==> config.mk <==
export PLATFORM = sky130hd
export DESIGN_NAME = axi_xbar_1to2
export DESIGN_NICKNAME = d
export VERILOG_FILES = /design/src/rtl/axi_xbar_1to2_pkg.sv /design/src/rtl/axi_xbar_1to2_addr_decode.sv /design/src/rtl/axi_xbar_1to2.sv
export SDC_FILE = /design/constraint.sdc
export NUM_CORES = 1
export LEC_CHECK = 0
export ABC_CLOCK_PERIOD_IN_PS = 2100
export BUFFER_PORTS_ARGS = -buffer_cell sky130_fd_sc_hd__buf_2
export CORE_AREA = 2 2 169 171
export DETAILED_ROUTE_END_ITERATION = 10
export DIE_AREA = 0 0 171 173
export GPL_TIMING_DRIVEN = 0
export SETUP_SLACK_MARGIN = 0.4
export SLEW_MARGIN = 15
export SYNTH_ARGS = -nofsm -noshare
export SYNTH_HDL_FRONTEND = slang
export SYNTH_SLANG_ARGS = --single-unit
==> constraint.sdc <==
create_clock -name clk_i -period 2.1 [get_ports clk_i]
set_input_delay 0.21 -clock clk_i [delete_from_list [all_inputs] [get_ports clk_i]]
set_output_delay 0.21 -clock clk_i [all_outputs]
set_load 0.02 [all_outputs]
==> src/rtl/axi_xbar_1to2_pkg.sv <==
// axi_xbar_1to2_pkg: shared AXI-Lite types, widths and default address map
package ysyx_23060251;
    localparam int ADDR_W = 32;
    localparam int DATA_W = 32;
    localparam int STRB_W = DATA_W / 8;
    typedef logic [1:0] axi_resp_t;
    localparam axi_resp_t RESP_OKAY   = 2'b00;
    localparam axi_resp_t RESP_DECERR = 2'b11;
    localparam logic [ADDR_W-1:0] S0_BASE_DEF = 32'h8000_0000;
    localparam logic [ADDR_W-1:0] S0_SIZE_DEF = 32'h0800_0000;
    localparam logic [ADDR_W-1:0] S1_BASE_DEF = 32'ha000_0000;
    localparam logic [ADDR_W-1:0] S1_SIZE_DEF = 32'h0001_0000;
    typedef enum logic [1:0] {RD_IDLE, RD_REQ, RD_RSP, RD_ERR} rd_state_e;
    typedef enum logic [1:0] {WR_IDLE, WR_REQ, WR_RSP, WR_ERR} wr_state_e;
endpackage

==> src/rtl/axi_xbar_1to2_addr_decode.sv <==
// axi_addr_decode: maps an address to slave 0, slave 1 or unmapped
module axi_addr_decode
    import ysyx_23060251::*;
#(
    parameter logic [ADDR_W-1:0] S0_BASE = S0_BASE_DEF,
    parameter logic [ADDR_W-1:0] S0_SIZE = S0_SIZE_DEF,
    parameter logic [ADDR_W-1:0] S1_BASE = S1_BASE_DEF,
    parameter logic [ADDR_W-1:0] S1_SIZE = S1_SIZE_DEF
) (
    input  logic [ADDR_W-1:0] addr_i,
    output logic              sel_o,
    output logic              err_o
);
    logic hit0, hit1;
    // Offset compare in unsigned 32-bit space keeps regions ending at 2^32 correct
    assign hit0  = (addr_i >= S0_BASE) && (addr_i - S0_BASE < S0_SIZE);
    assign hit1  = (addr_i >= S1_BASE) && (addr_i - S1_BASE < S1_SIZE);
    assign sel_o = !hit0 && hit1;
    assign err_o = !hit0 && !hit1;
endmodule

==> src/rtl/axi_xbar_1to2.sv <==
// axi_xbar_1to2: one-master, two-slave AXI-Lite crossbar with local DECERR
module axi_xbar_1to2
    import ysyx_23060251::*;
#(
    parameter logic [ADDR_W-1:0] S0_BASE = S0_BASE_DEF,
    parameter logic [ADDR_W-1:0] S0_SIZE = S0_SIZE_DEF,
    parameter logic [ADDR_W-1:0] S1_BASE = S1_BASE_DEF,
    parameter logic [ADDR_W-1:0] S1_SIZE = S1_SIZE_DEF
) (
    input  logic              clk_i,
    input  logic              rst_i,
    input  logic              slv_ar_valid_i,
    input  logic [ADDR_W-1:0] slv_ar_addr_i,
    output logic              slv_ar_ready_o,
    output logic              slv_r_valid_o,
    output logic [DATA_W-1:0] slv_r_data_o,
    output axi_resp_t         slv_r_resp_o,
    input  logic              slv_r_ready_i,
    input  logic              slv_aw_valid_i,
    input  logic [ADDR_W-1:0] slv_aw_addr_i,
    output logic              slv_aw_ready_o,
    input  logic              slv_w_valid_i,
    input  logic [DATA_W-1:0] slv_w_data_i,
    input  logic [STRB_W-1:0] slv_w_strb_i,
    output logic              slv_w_ready_o,
    output logic              slv_b_valid_o,
    output axi_resp_t         slv_b_resp_o,
    input  logic              slv_b_ready_i,
    output logic              m0_ar_valid_o,
    output logic [ADDR_W-1:0] m0_ar_addr_o,
    input  logic              m0_ar_ready_i,
    input  logic              m0_r_valid_i,
    input  logic [DATA_W-1:0] m0_r_data_i,
    input  axi_resp_t         m0_r_resp_i,
    output logic              m0_r_ready_o,
    output logic              m0_aw_valid_o,
    output logic [ADDR_W-1:0] m0_aw_addr_o,
    input  logic              m0_aw_ready_i,
    output logic              m0_w_valid_o,
    output logic [DATA_W-1:0] m0_w_data_o,
    output logic [STRB_W-1:0] m0_w_strb_o,
    input  logic              m0_w_ready_i,
    input  logic              m0_b_valid_i,
    input  axi_resp_t         m0_b_resp_i,
    output logic              m0_b_ready_o,
    output logic              m1_ar_valid_o,
    output logic [ADDR_W-1:0] m1_ar_addr_o,
    input  logic              m1_ar_ready_i,
    input  logic              m1_r_valid_i,
    input  logic [DATA_W-1:0] m1_r_data_i,
    input  axi_resp_t         m1_r_resp_i,
    output logic              m1_r_ready_o,
    output logic              m1_aw_valid_o,
    output logic [ADDR_W-1:0] m1_aw_addr_o,
    input  logic              m1_aw_ready_i,
    output logic              m1_w_valid_o,
    output logic [DATA_W-1:0] m1_w_data_o,
    output logic [STRB_W-1:0] m1_w_strb_o,
    input  logic              m1_w_ready_i,
    input  logic              m1_b_valid_i,
    input  axi_resp_t         m1_b_resp_i,
    output logic              m1_b_ready_o
);
    rd_state_e rd_state_q;
    wr_state_e wr_state_q;
    logic      rd_sel_q, rd_err_q, wr_sel_q, wr_err_q, aw_done_q, w_done_q;
    logic      ar_sel, ar_err, aw_sel, aw_err, aw_hs, w_hs;

    axi_addr_decode #(.S0_BASE(S0_BASE), .S0_SIZE(S0_SIZE), .S1_BASE(S1_BASE), .S1_SIZE(S1_SIZE))
        u_ar_dec (.addr_i(slv_ar_addr_i), .sel_o(ar_sel), .err_o(ar_err));
    axi_addr_decode #(.S0_BASE(S0_BASE), .S0_SIZE(S0_SIZE), .S1_BASE(S1_BASE), .S1_SIZE(S1_SIZE))
        u_aw_dec (.addr_i(slv_aw_addr_i), .sel_o(aw_sel), .err_o(aw_err));

    // Address, data and strobe go to both slaves; only the valids are steered
    assign m0_ar_addr_o = slv_ar_addr_i;
    assign m1_ar_addr_o = slv_ar_addr_i;
    assign m0_aw_addr_o = slv_aw_addr_i;
    assign m1_aw_addr_o = slv_aw_addr_i;
    assign m0_w_data_o  = slv_w_data_i;
    assign m1_w_data_o  = slv_w_data_i;
    assign m0_w_strb_o  = slv_w_strb_i;
    assign m1_w_strb_o  = slv_w_strb_i;
    assign aw_hs        = slv_aw_valid_i && slv_aw_ready_o;
    assign w_hs         = slv_w_valid_i && slv_w_ready_o;

    // Read channel steering; IDLE drives nothing so decode costs one cycle
    always_comb begin
        slv_ar_ready_o = 1'b0;
        slv_r_valid_o  = 1'b0;
        slv_r_data_o   = '0;
        slv_r_resp_o   = RESP_OKAY;
        m0_ar_valid_o  = 1'b0;
        m1_ar_valid_o  = 1'b0;
        m0_r_ready_o   = 1'b0;
        m1_r_ready_o   = 1'b0;
        case (rd_state_q)
            RD_REQ: begin
                m0_ar_valid_o  = slv_ar_valid_i && !rd_err_q && !rd_sel_q;
                m1_ar_valid_o  = slv_ar_valid_i && !rd_err_q && rd_sel_q;
                slv_ar_ready_o = rd_err_q || (rd_sel_q ? m1_ar_ready_i : m0_ar_ready_i);
            end
            RD_RSP: begin
                slv_r_valid_o = rd_sel_q ? m1_r_valid_i : m0_r_valid_i;
                slv_r_data_o  = rd_sel_q ? m1_r_data_i : m0_r_data_i;
                slv_r_resp_o  = rd_sel_q ? m1_r_resp_i : m0_r_resp_i;
                m0_r_ready_o  = slv_r_ready_i && !rd_sel_q;
                m1_r_ready_o  = slv_r_ready_i && rd_sel_q;
            end
            RD_ERR: begin
                slv_r_valid_o = 1'b1;
                slv_r_resp_o  = RESP_DECERR;
            end
            default: ;
        endcase
    end

    // Read FSM: latch the decode, track the single outstanding read
    always_ff @(posedge clk_i or negedge rst_i) begin
        if (!rst_i) begin
            rd_state_q <= RD_IDLE;
            rd_sel_q   <= 1'b0;
            rd_err_q   <= 1'b0;
        end else begin
            case (rd_state_q)
                RD_IDLE: if (slv_ar_valid_i) begin
                    rd_sel_q   <= ar_sel;
                    rd_err_q   <= ar_err;
                    rd_state_q <= RD_REQ;
                end
                RD_REQ:  if (rd_err_q) rd_state_q <= RD_ERR;
                         else if (slv_ar_valid_i && slv_ar_ready_o) rd_state_q <= RD_RSP;
                RD_RSP:  if (slv_r_valid_o && slv_r_ready_i) rd_state_q <= RD_IDLE;
                RD_ERR:  if (slv_r_ready_i) rd_state_q <= RD_IDLE;
            endcase
        end
    end

    // Write channel steering; AW and W are masked once their beat is taken
    always_comb begin
        slv_aw_ready_o = 1'b0;
        slv_w_ready_o  = 1'b0;
        slv_b_valid_o  = 1'b0;
        slv_b_resp_o   = RESP_OKAY;
        m0_aw_valid_o  = 1'b0;
        m1_aw_valid_o  = 1'b0;
        m0_w_valid_o   = 1'b0;
        m1_w_valid_o   = 1'b0;
        m0_b_ready_o   = 1'b0;
        m1_b_ready_o   = 1'b0;
        case (wr_state_q)
            WR_REQ: begin
                m0_aw_valid_o  = slv_aw_valid_i && !aw_done_q && !wr_err_q && !wr_sel_q;
                m1_aw_valid_o  = slv_aw_valid_i && !aw_done_q && !wr_err_q && wr_sel_q;
                m0_w_valid_o   = slv_w_valid_i && !w_done_q && !wr_err_q && !wr_sel_q;
                m1_w_valid_o   = slv_w_valid_i && !w_done_q && !wr_err_q && wr_sel_q;
                slv_aw_ready_o = !aw_done_q && (wr_err_q || (wr_sel_q ? m1_aw_ready_i : m0_aw_ready_i));
                slv_w_ready_o  = !w_done_q && (wr_err_q || (wr_sel_q ? m1_w_ready_i : m0_w_ready_i));
            end
            WR_RSP: begin
                slv_b_valid_o = wr_sel_q ? m1_b_valid_i : m0_b_valid_i;
                slv_b_resp_o  = wr_sel_q ? m1_b_resp_i : m0_b_resp_i;
                m0_b_ready_o  = slv_b_ready_i && !wr_sel_q;
                m1_b_ready_o  = slv_b_ready_i && wr_sel_q;
            end
            WR_ERR: begin
                slv_b_valid_o = 1'b1;
                slv_b_resp_o  = RESP_DECERR;
            end
            default: ;
        endcase
    end

    // Write FSM: AW/W completion flags allow either order or the same cycle
    always_ff @(posedge clk_i or negedge rst_i) begin
        if (!rst_i) begin
            wr_state_q <= WR_IDLE;
            wr_sel_q   <= 1'b0;
            wr_err_q   <= 1'b0;
            aw_done_q  <= 1'b0;
            w_done_q   <= 1'b0;
        end else begin
            case (wr_state_q)
                WR_IDLE: if (slv_aw_valid_i && slv_w_valid_i) begin
                    wr_sel_q   <= aw_sel;
                    wr_err_q   <= aw_err;
                    aw_done_q  <= 1'b0;
                    w_done_q   <= 1'b0;
                    wr_state_q <= WR_REQ;
                end
                WR_REQ: begin
                    aw_done_q <= aw_done_q || aw_hs;
                    w_done_q  <= w_done_q || w_hs;
                    if (wr_err_q) wr_state_q <= WR_ERR;
                    else if ((aw_done_q || aw_hs) && (w_done_q || w_hs)) wr_state_q <= WR_RSP;
                end
                WR_RSP:  if (slv_b_valid_o && slv_b_ready_i) wr_state_q <= WR_IDLE;
                WR_ERR:  if (slv_b_ready_i) wr_state_q <= WR_IDLE;
            endcase
        end
    end
endmodule

==> results.yml <==
global_routing:
  grtUsageTotal: 0.0733
  grt_pass1_wl_mm: 17.3
  grt_pass1_vias: 3485
  grt_overflow_total: 0
  grt_start_max_net_pins: 11
  antenna_found_initial: 0
cts:
  cts_buffers: 3
  cts.sink_count: 10
  cts-htree-levels: 1
  cts_buffer_depth: 2
  clkTransAtPathRegs_ns: 0.04
  clock_latency_ns: 0.24
  root_buffer: "clkbuf_16"
  cts_tree: "built"
sta:
  max-slew-margin-rel: 0.682
  setup_tns_ns: 0
  finalCriticalPeriod_ns: 1.70
  setup_violations: 0
  worst_slew_pin_slew_ns: 0.466
  grt_setup_unrepaired: "true"
  hold_violations: 0
  min_period_over_period: 0.808
  skew_ns: 0.000350
  setup_ws_ns: 0.403
  max_clock_freq_mhz: 589
  finalMaxSlewViolations: 0
yosys:
  synthFlopType: "dfrtp_1"
  yosys.area.top_type: "buf_4"
  synthArstFlopShare: 1.00
  ys_ff_latch: 10
  syn_inst: 385
  ys.warnings.count: 0
  synth_area_um2: 2860
  syn_nets: 576
  synth-seq-area-share: 0.0876
  yosysTopAreaCellShare: 0.525
  synthTopCellsByArea: "buf_4 (53%), mux2i_1 (13%), dfrtp_1 (8.8%), nor2_1 (5.8%), a21oi_1 (1.8%)"
  yosysUniqueCellTypes: 34
  synth_edf_count: 0
  synth_area_per_cell_um2: 7.42
power:
  power_mw: 3.06
  p_per_area_nw_per_um2: 530
  p_leak_nw: 3.18
  ir_drop_mv: 0.159
route:
  drtIter0Drc: 59
  drt_wl_total_mm: 12.5
  wire_per_inst_um: 10.9
  via_count: 3705
  antenna_left: 0
  dr.pass1.iters: 4
  viasPerCell: 3.21
  drc_errors: 0
run:
  maxCapViolCount: 0
floorplan:
  core-area_um2: 27600
  io_pins: 440
  die_area_um2: 29600
  die_w_um: 171
  dieHeight_um: 173
  start_util: 0.103
  fp-row-count: 61
critical_path:
  worstPathArrival_ns: 1.49
  startpoint_type: "register"
  end_kind: "output port"
  worst-path-max-fanout: 4
  worstSetupPathType: "register to output port"
  worstPathRequired_ns: 1.89
place:
  numPortBuffers: 371
  globalplace.congestion: 0.741
  dp_slack_ns: -0.0506
  dp_hpwl_mm: 11.1
layout:
  drive_above_1_share: 0.813
  fin_nets: 968
  areaGrowthSynthToFinish_pct: 102
  post-route-util: 0.209
  diodes: 0
run_status:
  outcome: "finished clean"
hold_path:
  min_path_type: "input port to register"
[metrics by stage]
stage	instance area, um2	std cells	hold WS (ns)
final	5760	1154	0.298
after CTS	5490	1147	0.292
after global routing	5760	1154	0.325
after floorplan	2860	385	-0.0856
after detailed placement	5190	1134	0.107
after global placement	5190	1134	0.106
[placed cells by master, fill, tap and decap left out, types with 3 or more instances in the layout]
master and count:
clkbuf_16 6, nor4_1 3, o21ai_0 3, nor2_1 39
dfrtp_2 3, nand2_1 9, inv_1 9, nor3b_2 3
nor2_2 4, o21a_1 3, mux2i_1 30, mux2i_2 4
nor3_1 3, nor4b_1 4, buf_2 352, dfrtp_1 7
buf_6 7, a21oi_1 10, buf_4 226, nand3b_1 3
buf_12 5
[synth_stat cells (4+ instances only)]
library cell,n
a21oi_1,10
buf_2,4
buf_4,200
clkbuf_1,7
dfrtp_1,10
inv_1,9
mux2i_1,36
nand2_1,9
nor2_1,44
nor3_1,5
nor3b_1,4
nor4b_1,4
[final cells by class]
cell class | count | area [um2]
fillers | 3102 | 21900
repair buffers | 387 | 2110
plain buffers | 211 | 1650
multi-input cells | 155 | 1150
well taps | 378 | 473
flip-flops and latches | 10 | 254
clock buffers | 4 | 88.8
inverters | 9 | 33.8
[cells by family (layout without fill, tap and decap cells)]
| kind of cell | after synthesis | count (layout) | synth area share |
|---|---|---|---|
| flops | 10 | 10 | 0.0876 |
| simple gates | 87 | 87 | 0.152 |
| compound gates | 26 | 26 | 0.0560 |
| mux | 40 | 40 | 0.142 |
| buf+inv | 220 | 611 | 0.553 |
| fa+ha+maj | 2 | 2 | 0.00876 |
[final timing paths]
| path | startpoint | end | slack (ns) | cells past startpoint |
|---|---|---|---|---|
| worst min register to register | rd_err_q$_DFFE_PN0P_ | rd_err_q$_DFFE_PN0P_ | 0.58 | 2 |
| max in group asynchronous | rst_i | rd_state_q[0]$_DFFE_PN0P_ | 1.50 | 2 |
| worst max-delay path | wr_sel_q$_DFFE_PN0P_ | slv_aw_ready_o | 0.40 | 4 |
| worst min-delay path | slv_aw_valid_i | aw_done_q$_DFFE_PN0P_ | 0.30 | 3 |
| min in group asynchronous | rst_i | wr_state_q[1]$_DFFE_PN0P_ | 0.38 | 2 |
| worst max register to register | rd_sel_q$_DFFE_PN0P_ | rd_state_q[1]$_DFFE_PN0P_ | 0.70 | 6 |
[registers in the layout (all words and copies together) (netlist names)]
name / count
aw_done_q: 1
rd_err_q: 1
rd_sel_q: 1
rd_state_q: 2
w_done_q: 1
wr_err_q: 1
wr_sel_q: 1
wr_state_q: 2
[report_power, final]
group	internal [mW]	leakage (nW)	switching [mW]
clock	0.287	0.0442	0.0943
sequential	0.269	0.122	0.0864
combinational	1.05	3.02	1.27
[critical path: stages, from the launching register on]
cell	delay [ns]
dfrtp_2	0.45
mux2i_2	0.34
nand2_1	0.12
nor3b_2	0.17
buf_4	0.16
[routing by layer]
layer / part of all wire / up-vias / global-route usage
met5: 0 / - / 0
met4: 0.010 / 0 / 0.0205
met3: 0.081 / 5 / 0.00595
met2: 0.52 / 223 / 0.141
met1: 0.39 / 1636 / 0.0853
li1: - / 1841 / -
[what timing repair did]
action | in CTS | in global routing
hold buffers | 1 | 0
buffers inserted | 8 | 4
gates cloned | 0 | 3
endpoints found under the setup margin | 51 | 41
resized for setup | 40 | 52
pin swaps | 3 | 5
hold endpoints to repair | 10 | 0
No activity file was read; power rests on OpenSTA's default activity.
